## config.mk

```make
export PLATFORM = sky130hd
export DESIGN_NAME = hd_program_loader
export DESIGN_NICKNAME = d
export VERILOG_FILES = /design/src/rtl/hd_program_loader_pkg.sv /design/src/rtl/hd_program_loader_timeout.sv /design/src/rtl/hd_program_loader.sv
export SDC_FILE = /design/constraint.sdc
export NUM_CORES = 1
export LEC_CHECK = 0
export CAP_MARGIN = 10
export CELL_PAD_IN_SITES_DETAIL_PLACEMENT = 1
export CELL_PAD_IN_SITES_GLOBAL_PLACEMENT = 1
export CORE_AREA = 2 2 200 202
export DETAILED_ROUTE_END_ITERATION = 7
export DIE_AREA = 0 0 202 204
export PLACE_DENSITY_LB_ADDON = 0.15
export SYNTH_ARGS = -nofsm -noshare
export SYNTH_HDL_FRONTEND = slang
export SYNTH_SLANG_ARGS = --single-unit
```

## constraint.sdc

```tcl
create_clock -name clock -period 12.1 [get_ports clock]
set_input_delay 3.025 -clock clock [delete_from_list [all_inputs] [get_ports clock]]
set_output_delay 3.025 -clock clock [all_outputs]
set_load 0.005 [all_outputs]
```

## src/rtl/hd_program_loader_pkg.sv

```systemverilog
// Shared definitions for the HD program loader and the instruction memory.
//   loader_state_t : loader FSM state encoding
//   WR_NONE/WR_CODE: imem_wctrl codes (no write / write one word)
//   HD_WORD_W      : width of one HD data word
//   HD_TIMEOUT     : default per-word wait limit for hd_ack
package hd_program_loader_pkg;

  typedef enum logic [2:0] {
    ST_IDLE  = 3'd0,
    ST_CHECK = 3'd1,
    ST_REQ   = 3'd2,
    ST_WRITE = 3'd3,
    ST_DONE  = 3'd4
  } loader_state_t;

  localparam logic [2:0]  WR_NONE    = 3'b000;
  localparam logic [2:0]  WR_CODE    = 3'b001;

  localparam int unsigned HD_WORD_W  = 32;
  localparam int unsigned HD_TIMEOUT = 255;

endpackage

```

## src/rtl/hd_program_loader_timeout.sv

```systemverilog
// Per-word hd_ack watchdog for the program loader.
//   clock, reset : system clock, asynchronous active-high reset
//   clear        : restart the count (ack seen, or not waiting)
//   enable       : one waiting cycle elapsed
//   expired      : this enabled cycle is the LIMIT-th consecutive wait cycle
module hd_timeout_counter #(
  parameter int unsigned LIMIT = 255
) (
  input  logic clock,
  input  logic reset,
  input  logic clear,
  input  logic enable,
  output logic expired
);

  localparam int unsigned W = $clog2(LIMIT + 1);

  logic [W-1:0] count;

  always_ff @(posedge clock or posedge reset) begin
    if (reset) begin
      count <= '0;
    end else if (clear) begin
      count <= '0;
    end else if (enable) begin
      count <= count + W'(1);
    end
  end

  // count holds the number of waiting cycles already completed, so the
  // LIMIT-th waiting cycle is the one where count == LIMIT-1.
  assign expired = enable && (count == W'(LIMIT - 1));

endmodule

```

## src/rtl/hd_program_loader.sv

```systemverilog
// Copies a program image from the HD word interface into instruction memory,
// one 32-bit word per HD handshake, then requests exit from BIOS mode.
//   clock, reset         : system clock, asynchronous active-high reset
//   start                : begin a transfer (accepted only when idle)
//   hd_base, dest_base,
//   word_count           : transfer description, sampled on an accepted start
//   hd_req, hd_addr      : HD read request / word address (held until hd_ack)
//   hd_ack, hd_rdata     : HD read completion with data in the same cycle
//   imem_waddr/wdata/wctrl: instruction-memory write port (wctrl = WR_CODE for one cycle)
//   busy                 : transfer in progress (through the DONE cycle)
//   done                 : one-cycle end-of-transfer pulse
//   error                : sticky failure flag, cleared on the next accepted start
//   end_bios             : one-cycle pulse with done on a successful transfer
module hd_program_loader #(
  parameter int unsigned ADDR_W     = 32,
  parameter int unsigned IMEM_DEPTH = 201,
  parameter logic [2:0]  WR_CODE    = hd_program_loader_pkg::WR_CODE,
  parameter int unsigned TIMEOUT    = hd_program_loader_pkg::HD_TIMEOUT
) (
  input  logic              clock,
  input  logic              reset,
  input  logic              start,
  input  logic [ADDR_W-1:0] hd_base,
  input  logic [ADDR_W-1:0] dest_base,
  input  logic [ADDR_W-1:0] word_count,
  output logic              hd_req,
  output logic [ADDR_W-1:0] hd_addr,
  input  logic              hd_ack,
  input  logic [31:0]       hd_rdata,
  output logic [ADDR_W-1:0] imem_waddr,
  output logic [31:0]       imem_wdata,
  output logic [2:0]        imem_wctrl,
  output logic              busy,
  output logic              done,
  output logic              error,
  output logic              end_bios
);

  import hd_program_loader_pkg::*;

  localparam logic [ADDR_W:0] DEPTH_X = (ADDR_W + 1)'(IMEM_DEPTH);

  loader_state_t     state, state_next;
  logic [ADDR_W-1:0] hd_base_q, dest_q, count_q;
  logic [ADDR_W-1:0] idx, idx_next;
  logic              err_set, error_next;
  logic              expired;
  logic [ADDR_W:0]   span;

  // One extra bit so that dest_base+word_count wrapping past 2^ADDR_W is
  // treated as out of range rather than as a small end address.
  assign span = {1'b0, dest_q} + {1'b0, count_q};

  hd_timeout_counter #(
    .LIMIT (TIMEOUT)
  ) u_timeout (
    .clock   (clock),
    .reset   (reset),
    .clear   ((state != ST_REQ) || hd_ack),
    .enable  (state == ST_REQ),
    .expired (expired)
  );

  always_comb begin
    state_next = state;
    idx_next   = idx;
    err_set    = 1'b0;
    case (state)
      ST_IDLE: begin
        if (start) state_next = ST_CHECK;
      end
      ST_CHECK: begin
        idx_next = '0;
        if (count_q == '0) begin
          state_next = ST_DONE;
        end else if (span > DEPTH_X) begin
          err_set    = 1'b1;
          state_next = ST_DONE;
        end else begin
          state_next = ST_REQ;
        end
      end
      ST_REQ: begin
        if (hd_ack) begin
          state_next = ST_WRITE;
        end else if (expired) begin
          err_set    = 1'b1;
          state_next = ST_DONE;
        end
      end
      ST_WRITE: begin
        idx_next   = idx + ADDR_W'(1);
        state_next = (idx_next == count_q) ? ST_DONE : ST_REQ;
      end
      ST_DONE: begin
        state_next = ST_IDLE;
      end
      default: begin
        state_next = ST_IDLE;
      end
    endcase
  end

  always_comb begin
    error_next = error;
    if (state == ST_IDLE && start) begin
      error_next = 1'b0;
    end else if (err_set) begin
      error_next = 1'b1;
    end
  end

  always_ff @(posedge clock or posedge reset) begin
    if (reset) begin
      state     <= ST_IDLE;
      idx       <= '0;
      hd_base_q <= '0;
      dest_q    <= '0;
      count_q   <= '0;
      error     <= 1'b0;
    end else begin
      state <= state_next;
      idx   <= idx_next;
      error <= error_next;
      if (state == ST_IDLE && start) begin
        hd_base_q <= hd_base;
        dest_q    <= dest_base;
        count_q   <= word_count;
      end
    end
  end

  // Outputs are registered from the next state, so they line up with the
  // state they belong to instead of lagging it by a cycle.
  always_ff @(posedge clock or posedge reset) begin
    if (reset) begin
      hd_req     <= 1'b0;
      hd_addr    <= '0;
      imem_waddr <= '0;
      imem_wdata <= '0;
      imem_wctrl <= WR_NONE;
      done       <= 1'b0;
      end_bios   <= 1'b0;
    end else begin
      hd_req     <= (state_next == ST_REQ);
      imem_wctrl <= (state_next == ST_WRITE) ? WR_CODE : WR_NONE;
      done       <= (state_next == ST_DONE);
      end_bios   <= (state_next == ST_DONE) && !error_next;
      if (state_next == ST_REQ) begin
        hd_addr <= hd_base_q + idx_next;
      end
      if (state == ST_REQ && hd_ack) begin
        imem_wdata <= hd_rdata;
        imem_waddr <= dest_q + idx;
      end
    end
  end

  assign busy = (state != ST_IDLE);

endmodule

```

== Yosys cells after proc, flatten, opt, wreduce, memory -nomap -nowiden ==
Index checks and enable logic that the tools add are counted.

* Muxes and demuxes: 18
* Add/subtract/negate cells: 5
* Bitwise operators: 0
* Shift-type cells: 0
* Reduce and logical (&&, ||, !) cells: 10
* Equal/unequal tests: 9
* $mul: 0
* $lt $le $gt $ge: 1
* Divide/modulo/power cells: 0

{| class="wikitable"
|+ Operator list
! operator !! number
|-
| $add 32x32->32 || 2
|-
| $pmux 32 s2 || 1
|-
| $add 32x32->33 || 1
|-
| $gt 33x8->1 const B || 1
|-
| $add 32x1->32 const B || 1
|-
| $eq 32x32->1 || 1
|-
| $logic_not 32->1 || 1
|-
| $mux 3 || 6
|-
| $mux 8 || 2
|-
| $eq 3x2->1 const B || 4
|-
| $pmux 3 s4 || 1
|-
| $add 8x1->8 const B || 1
|-
| $eq 8x8->1 const B || 1
|-
| $mux 1 || 7
|-
| $logic_and 1x1->1 || 4
|-
| $eq 3x1->1 const B || 1
|-
| $eq 3x3->1 const B || 1
|-
| $logic_not 3->1 || 1
|-
| $ne 3x2->1 const B || 1
|-
| $reduce_bool 3->1 || 1
|-
| $pmux 1 s2 || 1
|-
| $reduce_bool 2->1 || 1
|-
| $logic_not 1->1 || 1
|-
| $logic_or 1x1->1 || 1
|}

* Output and inout bits: 104
* Memory bits (read-only): 0
* Memories: 0
* Register bits after elaboration: 240
* Memory bits (writable): 0
* Word-level logic and storage cells: 57
* Latch bits: 0
* Input port bits: 132

== Depth between registers and ports, before layout ==
Gate-level depths: netlist of the first run.

* Depth in word-level cells: 9
* Mapped depth: 21
* Mapped depth without buffers: 20

== Cells and area by module ==
From an unflattened synthesis of the first run, not the netlist that was laid out.

* Cells, all modules: 1640
* Area total of the unflattened synthesis: 15551.2 µm²

{| class="wikitable"
|+ By module, submodules not included
! module !! sequential area each (µm²) !! times used !! area each (µm²) !! cells an instance
|-
| hd_program_loader || 5805.6 || 1 || 15132.0 || 1598
|-
| hd_timeout_counter || 200.2 || 1 || 419.2 || 42
|}

== Worst setup path before layout of the first run ==
Ideal clock, no wire load.

* Kind: reg2reg
* Start: register idx[0]
* End: register hd_addr[31]
* Arrival: 4.366 ns
* Setup slack: 7.669 ns
* Cell stages (with the launch flop): 19
* Data required time: 12.035 ns
* Path buffers: 0
* Setup time: 0.065 ns
* Clock period less this slack: 4.431 ns
* Path through: dfrtp_1 ha_1 nand4_1 or3_1 a21o_1 nand2_1 o31ai_1 ha_1 a21oi_1 o22ai_1 o31ai_1 o22ai_1 or2_2 o41ai_1 o2111ai_1 a21o_1 a2111o_1 nand4_1 mux2_2

* Elaborated cells between the ends (all ways): 7
* Those cells by class: add/sub (2); eq/ne (2); mux (3)

{| class="wikitable"
|+ RTL lines
! what !! RTL line !! text
|-
| start, declared || hd_program_loader.sv:45 || <nowiki>logic [ADDR_W-1:0] idx, idx_next;</nowiki>
|-
| start signal, assigned || hd_program_loader.sv:123 || <nowiki>idx <= idx_next;</nowiki>
|-
| $add 32x1->32 || hd_program_loader.sv:92 || <nowiki>idx_next = idx + ADDR_W'(1);</nowiki>
|-
| $pmux 32 s2 || hd_program_loader.sv:68 || <nowiki>case (state)</nowiki>
|-
| named net idx_next[12] || hd_program_loader.sv:45 ||
|-
| $add 32x32->32 || hd_program_loader.sv:150 || <nowiki>hd_addr <= hd_base_q + idx_next;</nowiki>
|-
| end signal, assigned || hd_program_loader.sv:150 ||
|-
| end, declared || hd_program_loader.sv:27 || <nowiki>output logic [ADDR_W-1:0] hd_addr,</nowiki>
|}

The timed path passes the listed nets, and every way through them passes these cells.
A chain may end at the register's enable or synchronous reset.

== Worst setup path in the final report of the first run ==
* Start: register state[0]
* End: register hd_addr[31]

* Elaborated cells between the ends (all ways): 12
* Those cells by class: add/sub (1); eq/ne (4); mux (5); reduce/logical (2)

{| class="wikitable"
|+ RTL lines
! what !! RTL line !! text
|-
| start, declared || hd_program_loader.sv:43 || <nowiki>loader_state_t state, state_next;</nowiki>
|-
| start signal, assigned || hd_program_loader.sv:122 || <nowiki>state <= state_next;</nowiki>
|-
| $eq 3x2->1 / $eq 3x1->1 (equally long branches) || hd_program_loader.sv:68 ||
|-
| $pmux 32 s2 (*) || hd_program_loader.sv:68 ||
|-
| named net idx_next[10] || hd_program_loader.sv:45 ||
|-
| $add 32x32->32 (*) || hd_program_loader.sv:150 ||
|}

Mark *: on every way through the listed nets, which the timed path passes. The rest lies on a longest branch.

==> flow_summary_export.csv, run 1 <==
group,metric,value,unit
outcome,run_status,"finished clean",
timing,tightestPinTransition,1.08,ns
timing,slew_violations,0,
timing,setup-tns-final,0,ns
routing,wl_met1,22600,um
timing,setup_violations,0,
final_layout,fillCellCount,4429,
critical_path,crit_fanout,29,
clock_tree,cts_buffers,27,
critical_path,startpoint_type,"flip-flop",
pwr,leakage,8.48,nW
pwr,clockPowerShare,0.288,
synth,synth-edff-count,0,
critical_path,slowest_delay,0.67,ns
final_layout,drive_gt1_frac,0.112,
synth,synth_area_leader_cell,"dfrtp_1",
synth,synth_top_family_by_area,"simple AND/OR/NAND/NOR gates",
routing,routedWlPerCell,19.7,um
routing,routed.top_layer,"met4",
critical_path,slowest_stage,"nand2_1",
synth,synth-seq-area-share,0.390,
synth,yosys-mux-area-fraction,0.104,
global_routing,grt_pass1_vias,13300,
placement,place_area,18200,um^2
floorplanning,ios,236,
critical_path,end_kind,"flip-flop",
synth,synth_compound_area_frac,0.162,
routing,vias,12700,
routing,totalWireLength,46600,um
floorplanning,rows,73,
global_routing,grt_usage,0.225,
timing,whs,0.471,ns
placement,io_buffers,233,
final_layout,fin_area,19100,um^2
pwr,switchingPower,1.03,mW
routing,postRouteAntennaNets,0,
floorplanning,die_area,41200,um^2
global_routing,antenna_found_initial,0,
pwr,finalPower,2.87,mW
clock_tree,clkTransAtPathRegs,0.06,ns
synth,post-synth-top-count-cell,"nand2_1",
pwr,worst_ir_drop_vdd,0.105,mV
placement,placed_cells,2317,
global_routing,grt_pass1_wl,74400,um
clock_tree,clock-root-buffer,"clkbuf_16",
timing,rsz0062_at_grt,"no",
synth,netlist_area,15400,um^2
floorplanning,die_h,204,um
clock_tree,clock-sinks,240,
final_layout,post-route-util,0.487,
floorplanning,die_x,202,um
final_layout,layoutNonFillerInstCount,2365,
synth,yosys-top-cells-area,"dfrtp_1, ha_1, mux2_2, nand2_1, xnor2_1",
synth,yosysWarningCount,0,
timing,fin_crit,5.52,ns
routing,drtIter0Drc,502,
placement,hpwl,36100,um
global_routing,grt.overflow.total,0,
pwr,p_comb_frac,0.359,
synth,syn_inst,1608,
flow_run,cap_viol_max_count,0,
final_layout,syn_to_final_growth,23.9,%
floorplanning,initial_core_util,0.393,
timing,max_freq,0.181,GHz
critical_path,critPathRequiredTime,12.59,ns
synth,synthDistinctLibCells,80,
synth,synth_commonest_cells,"nand2_1, dfrtp_1, ha_1, mux2_2, a21oi_1",
hold_path,hp-class,"flip-flop to flip-flop",
clock_tree,cts_tree,"done",
global_routing,grt_max_degree,125,
timing,maxSlewHeadroom,0.281,
clock_tree,cts_hold_buffers,0,
routing,vias_per_cell,5.39,
pwr,p_per_area,150,nW/um^2
final_layout,diodes,0,
clock_tree,post_cts_buffers,0,
synth,synth_xor_area_frac,0.0631,
placement,pre_cts_slack,6.05,ns
floorplanning,core_area,39200,um^2
synth,async_flop_share,1.00,
synth,synthAdderAreaFrac,0.0827,
synth,yosys.area_share.simple,0.170,
critical_path,path_cells,"inv_1, nor2_1, buf_4, nand2_1, o31ai_1, ha_1, a21oi_1, o22ai_1, o31ai_1, o22ai_1, or2_2, o41ai_1, o2111ai_1, a21o_1, a2111o_1, nand4_1, mux2_2",
routing,wl_met2,21400,um
routing,drtPass1Iterations,4,
synth,synthFlopType,"dfrtp_1",
routing,drc,0,
synth,synth_top_area_frac,0.390,
timing,fin_ws,6.58,ns
clock_tree,clk_path_buf_depth,3,
clock_tree,clock_latency,0.55,ns
pwr,pwr-share-seq,0.352,
routing,dr_wl_met3,1680,um
pwr,switching_share,0.359,
synth,synth-seq-cells,240,
clock_tree,htree_levels,1,
clock_tree,cts_resized,0,
final_layout,nets,2053,
timing,fin_worst_skew,0.0189,ns
critical_path,critical_path_class,"flip-flop to flip-flop",
pwr,intPower,1.84,mW
critical_path,cp.arrival,6.01,ns
synth,synth.avg_cell_area,9.57,um^2
timing,hold_viol,0,
timing,period_share,0.456,
placement,gp_congestion,0.869,
==> state kept, by name, indices dropped and copies added, names as in the netlist <==
name and cells:
count_q 32, imem_wctrl 1, end_bios 1, hd_base_q 32
error 1, hd_addr 32, u_timeout.count 8, idx 32
hd_req 1, dest_q 32, imem_waddr 32, done 1
state 3, imem_wdata 32
==> cell type report <==
class | count | area, um^2 | area share
multi-input combinational | 1278 | 8990 | 0.471
sequential | 240 | 6010 | 0.315
clock buffer | 35 | 736 | 0.0386
inverter | 33 | 131 | 0.00689
clock inverter | 13 | 148 | 0.00774
timing repair buffer | 241 | 2400 | 0.126
tap | 525 | 657 | 0.0344
==> critical path: cells and delay by family, from the launching register on <==
| family | cells | cell delay, ns |
|---|---|---|
| adders and majority gates | 1 | 0.36 |
| muxes | 1 | 0.15 |
| AOI/OAI and AO/OA | 9 | 2.96 |
| buffers and inverters | 2 | 0.39 |
| and+or+nand+nor | 4 | 1.18 |
| DFF | 1 | 0.40 |
==> kinds of logic (layout without fill, tap and decap cells) <==
kind of cell	Yosys count	in the layout
muxes	134	134
xor gates and xnor gates	111	111
and+or+nand+nor	544	544
adders and majority gates	100	100
buffers and inverters	91	322
DFF	240	240
other	1	2
AOI/OAI and AO/OA	387	387
==> path summary, 6_finish.rpt <==
path                                startpoint        endpoint  slack, ns  depth (start not counted)
worst max-delay path                  state[0]     hd_addr[31]       6.58                         17
worst min-delay path            imem_waddr[10]  imem_waddr[10]       0.47                          2
worst max register to register        state[0]     hd_addr[31]       6.58                         17
worst min register to register  imem_waddr[10]  imem_waddr[10]       0.47                          2
max in group asynchronous                reset         idx[16]       7.88                          3
min in group asynchronous                reset  imem_wdata[29]       2.99                          2
==> per-layer routing <==
layer,track usage,up-vias
met5,0,-
met1,0.321,6238
met4,0.0536,0
met2,0.369,238
li1,-,6219
met3,0.0228,54
==> cells in the final DEF, fill, tap and decap left out, types with 9 or more instances in the layout <==
cell type and instances:
nand2_1 261, nand4_1 21, a21oi_1 92, mux2i_1 9
xor2_1 55, ha_1 97, nor4_1 12, inv_1 32
clkdlybuf4s50_1 233, nor2b_1 12, o31ai_1 35, o21ai_0 90
and3_1 17, a21o_1 50, mux2_4 28, a211oi_1 15
dfrtp_1 240, clkbuf_16 27, o21a_1 25, o211ai_1 10
xnor2_1 56, nand2b_1 14, or3_1 11, mux2_2 97
nor2_1 75, nand3_1 42, a31oi_1 18, nor3_1 24
==> power groups by stage <==
stage	sequential (mW)	clock [mW]	combinational, mW
4_1_cts	1.01	0.857	1.03
6_report	1.01	0.827	1.03
3_5_place_dp	1.03	0	1.02
5_1_grt	1.02	0.885	1.14
3_3_place_gp	1.02	0	1.00
2_1_floorplan	0.964	0	0.771
Note: power is estimated with default switching activity, not from simulation.
==> run 2, diff against run 1 <==
--- a/config.mk
+++ b/config.mk
@@ -8,9 +8,9 @@
 export CAP_MARGIN = 10
 export CELL_PAD_IN_SITES_DETAIL_PLACEMENT = 1
 export CELL_PAD_IN_SITES_GLOBAL_PLACEMENT = 1
-export CORE_AREA = 2 2 200 202
+export CORE_AREA = 2 2 205 207
 export DETAILED_ROUTE_END_ITERATION = 7
-export DIE_AREA = 0 0 202 204
+export DIE_AREA = 0 0 207 209
 export PLACE_DENSITY_LB_ADDON = 0.15
 export SYNTH_ARGS = -nofsm -noshare
 export SYNTH_HDL_FRONTEND = slang
==> constraint.sdc (replaced) <==
create_clock -name clock -period 4.45 [get_ports clock]
set_input_delay 1.1125 -clock clock [delete_from_list [all_inputs] [get_ports clock]]
set_output_delay 1.1125 -clock clock [all_outputs]
set_load 0.005 [all_outputs]
==> flow_summary_export.csv, run 2 (same netlist as run 1, synthesis figures left out) <==
group,metric,value,unit
pwr,leakage,9.05,nW
timing,maxSlewHeadroom,0.507,
final_layout,nets,2156,
pwr,worst_ir_drop_vdd,0.244,mV
critical_path,critPathRequiredTime,4.88,ns
critical_path,startpoint_type,"flip-flop",
routing,vias_per_cell,5.36,
timing,max_freq,0.235,GHz
timing,fin_crit,4.25,ns
routing,vias,13300,
timing,period_share,0.955,
critical_path,path_cells,"ha_1, inv_1, fa_1, nor2b_1, o31a_1, o211ai_2, buf_4, o21ai_0, o31ai_1, o31ai_1, xor2_1, nor4_4, nand4_2, o21ai_4, buf_12, mux2_4",
routing,routedWlPerCell,19.8,um
timing,setup-tns-final,0,ns
timing,setup_violations,0,
floorplanning,die_x,207,um
placement,pre_cts_slack,-0.0697,ns
final_layout,layout_common_cells,"nand2_1, dfrtp_1, clkdlybuf4s50_1",
global_routing,grt_pass1_vias,14200,
final_layout,diodes,0,
global_routing,grt_usage,0.225,
global_routing,grt_pass1_wl,78500,um
pwr,p_per_area,406,nW/um^2
timing,tightestPinTransition,0.721,ns
final_layout,final_common_cell,"nand2_1",
clock_tree,clkTransAtPathRegs,0.06,ns
flow_run,cap_viol_max_count,0,
floorplanning,rows,75,
final_layout,fillCellCount,4656,
clock_tree,clk_path_buf_depth,3,
outcome,run_status,"finished clean",
floorplanning,ios,236,
floorplanning,die_h,209,um
timing,rsz0062_at_grt,"yes",
floorplanning,initial_core_util,0.373,
final_layout,post-route-util,0.487,
timing,fin_ws,0.202,ns
routing,postRouteAntennaNets,0,
clock_tree,htree_levels,1,
critical_path,end_kind,"flip-flop",
clock_tree,clock_latency,0.56,ns
timing,whs,0.476,ns
routing,drtIter0Drc,467,
placement,io_buffers,233,
global_routing,antenna_found_initial,0,
timing,fin_worst_skew,0.0143,ns
clock_tree,clock-root-buffer,"clkbuf_16",
routing,drc,0,
critical_path,critPathMostFrequentCell,"o31ai_1",
routing,totalWireLength,49000,um
final_layout,syn_to_final_growth,30.7,%
critical_path,critical_path_class,"flip-flop to flip-flop",
clock_tree,cts_buffers,27,
critical_path,cp.arrival,4.68,ns
clock_tree,cts_hold_buffers,0,
pwr,finalPower,8.16,mW
placement,gp_congestion,0.871,
final_layout,layoutNonFillerInstCount,2480,
critical_path,crit_fanout,24,
final_layout,fin_area,20100,um^2
floorplanning,core_area,41300,um^2
critical_path,slowest_stage,"dfrtp_1",
final_layout,drive_gt1_frac,0.170,
clock_tree,cts_tree,"done",
hold_path,hp-class,"flip-flop to flip-flop",
placement,place_area,19000,um^2
global_routing,grt_max_degree,92,
routing,drtPass1Iterations,5,
placement,hpwl,38600,um
placement,placed_cells,2430,
timing,hold_viol,0,
critical_path,slowest_delay,0.41,ns
clock_tree,clock-sinks,240,
floorplanning,die_area,43300,um^2
timing,slew_violations,0,
global_routing,grt.overflow.total,0,
-- run 2: cell count changes in the layout (fill, tap and decap cells not counted), sizes merged --
cell	delta
buf	+103
bufinv	+1
clkbuf	-1
clkinv	-4
clkinvlp	+4
inv	-2
-- run 2: worst max-delay path: cells and delay by family, from the launching register on --
family / cells / cell delay, ns
AO/OA/AOI/OAI: 6 / 1.36
AND/OR/NAND/NOR: 3 / 0.67
adder cells (fa/ha/maj): 2 / 0.65
buffers and inverters: 3 / 0.52
flip-flops: 1 / 0.41
multiplexers: 1 / 0.32
XOR/XNOR: 1 / 0.17
-- run 2: layout make-up --
cell class                 instances  area (um^2)  area share
clock buffer                      34          772      0.0384
clock inverter                    12          183     0.00908
inverter                          33          128     0.00634
multi-input combinational       1278         9110       0.453
sequential                       240         6010       0.298
tap                              539          674      0.0335
timing repair buffer             344         3260       0.162
-- run 2: routing by layer --
| metal | wire length [um] | track usage |
|---|---|---|
| met2 | 22900 | 0.373 |
| met1 | 23300 | 0.311 |
| met3 | 1730 | 0.0287 |
| met4 | 1140 | 0.0591 |
| met5 | 0 | 0 |
-- run 2: timing repair --
item,in CTS,in global routing
pin swaps,2,17
setup buffers,2,2
gates cloned,0,0
setup endpoints to repair,2,30
gates resized for setup,5,22
-- run 2: report_power, final --
part	leakage, nW	internal (mW)	switching [mW]	total [mW]
Sequential	3.12	2.42	0.276	2.69
Clock	0.460	1.45	0.940	2.39
Combinational	5.46	1.38	1.70	3.08
Total	9.05	5.25	2.91	8.16
-- run 2: worst paths after layout --
path | from | to | slack [ns] | depth (start not counted)
worst min-delay path | imem_waddr[21] | imem_waddr[21] | 0.48 | 2
worst min register to register | imem_waddr[21] | imem_waddr[21] | 0.48 | 2
max in group asynchronous | reset | idx[28] | 2.53 | 4
min in group asynchronous | reset | imem_waddr[5] | 1.00 | 2
worst max register to register | dest_q[0] | hd_addr[3] | 0.20 | 16
worst max-delay path | dest_q[0] | hd_addr[3] | 0.20 | 16
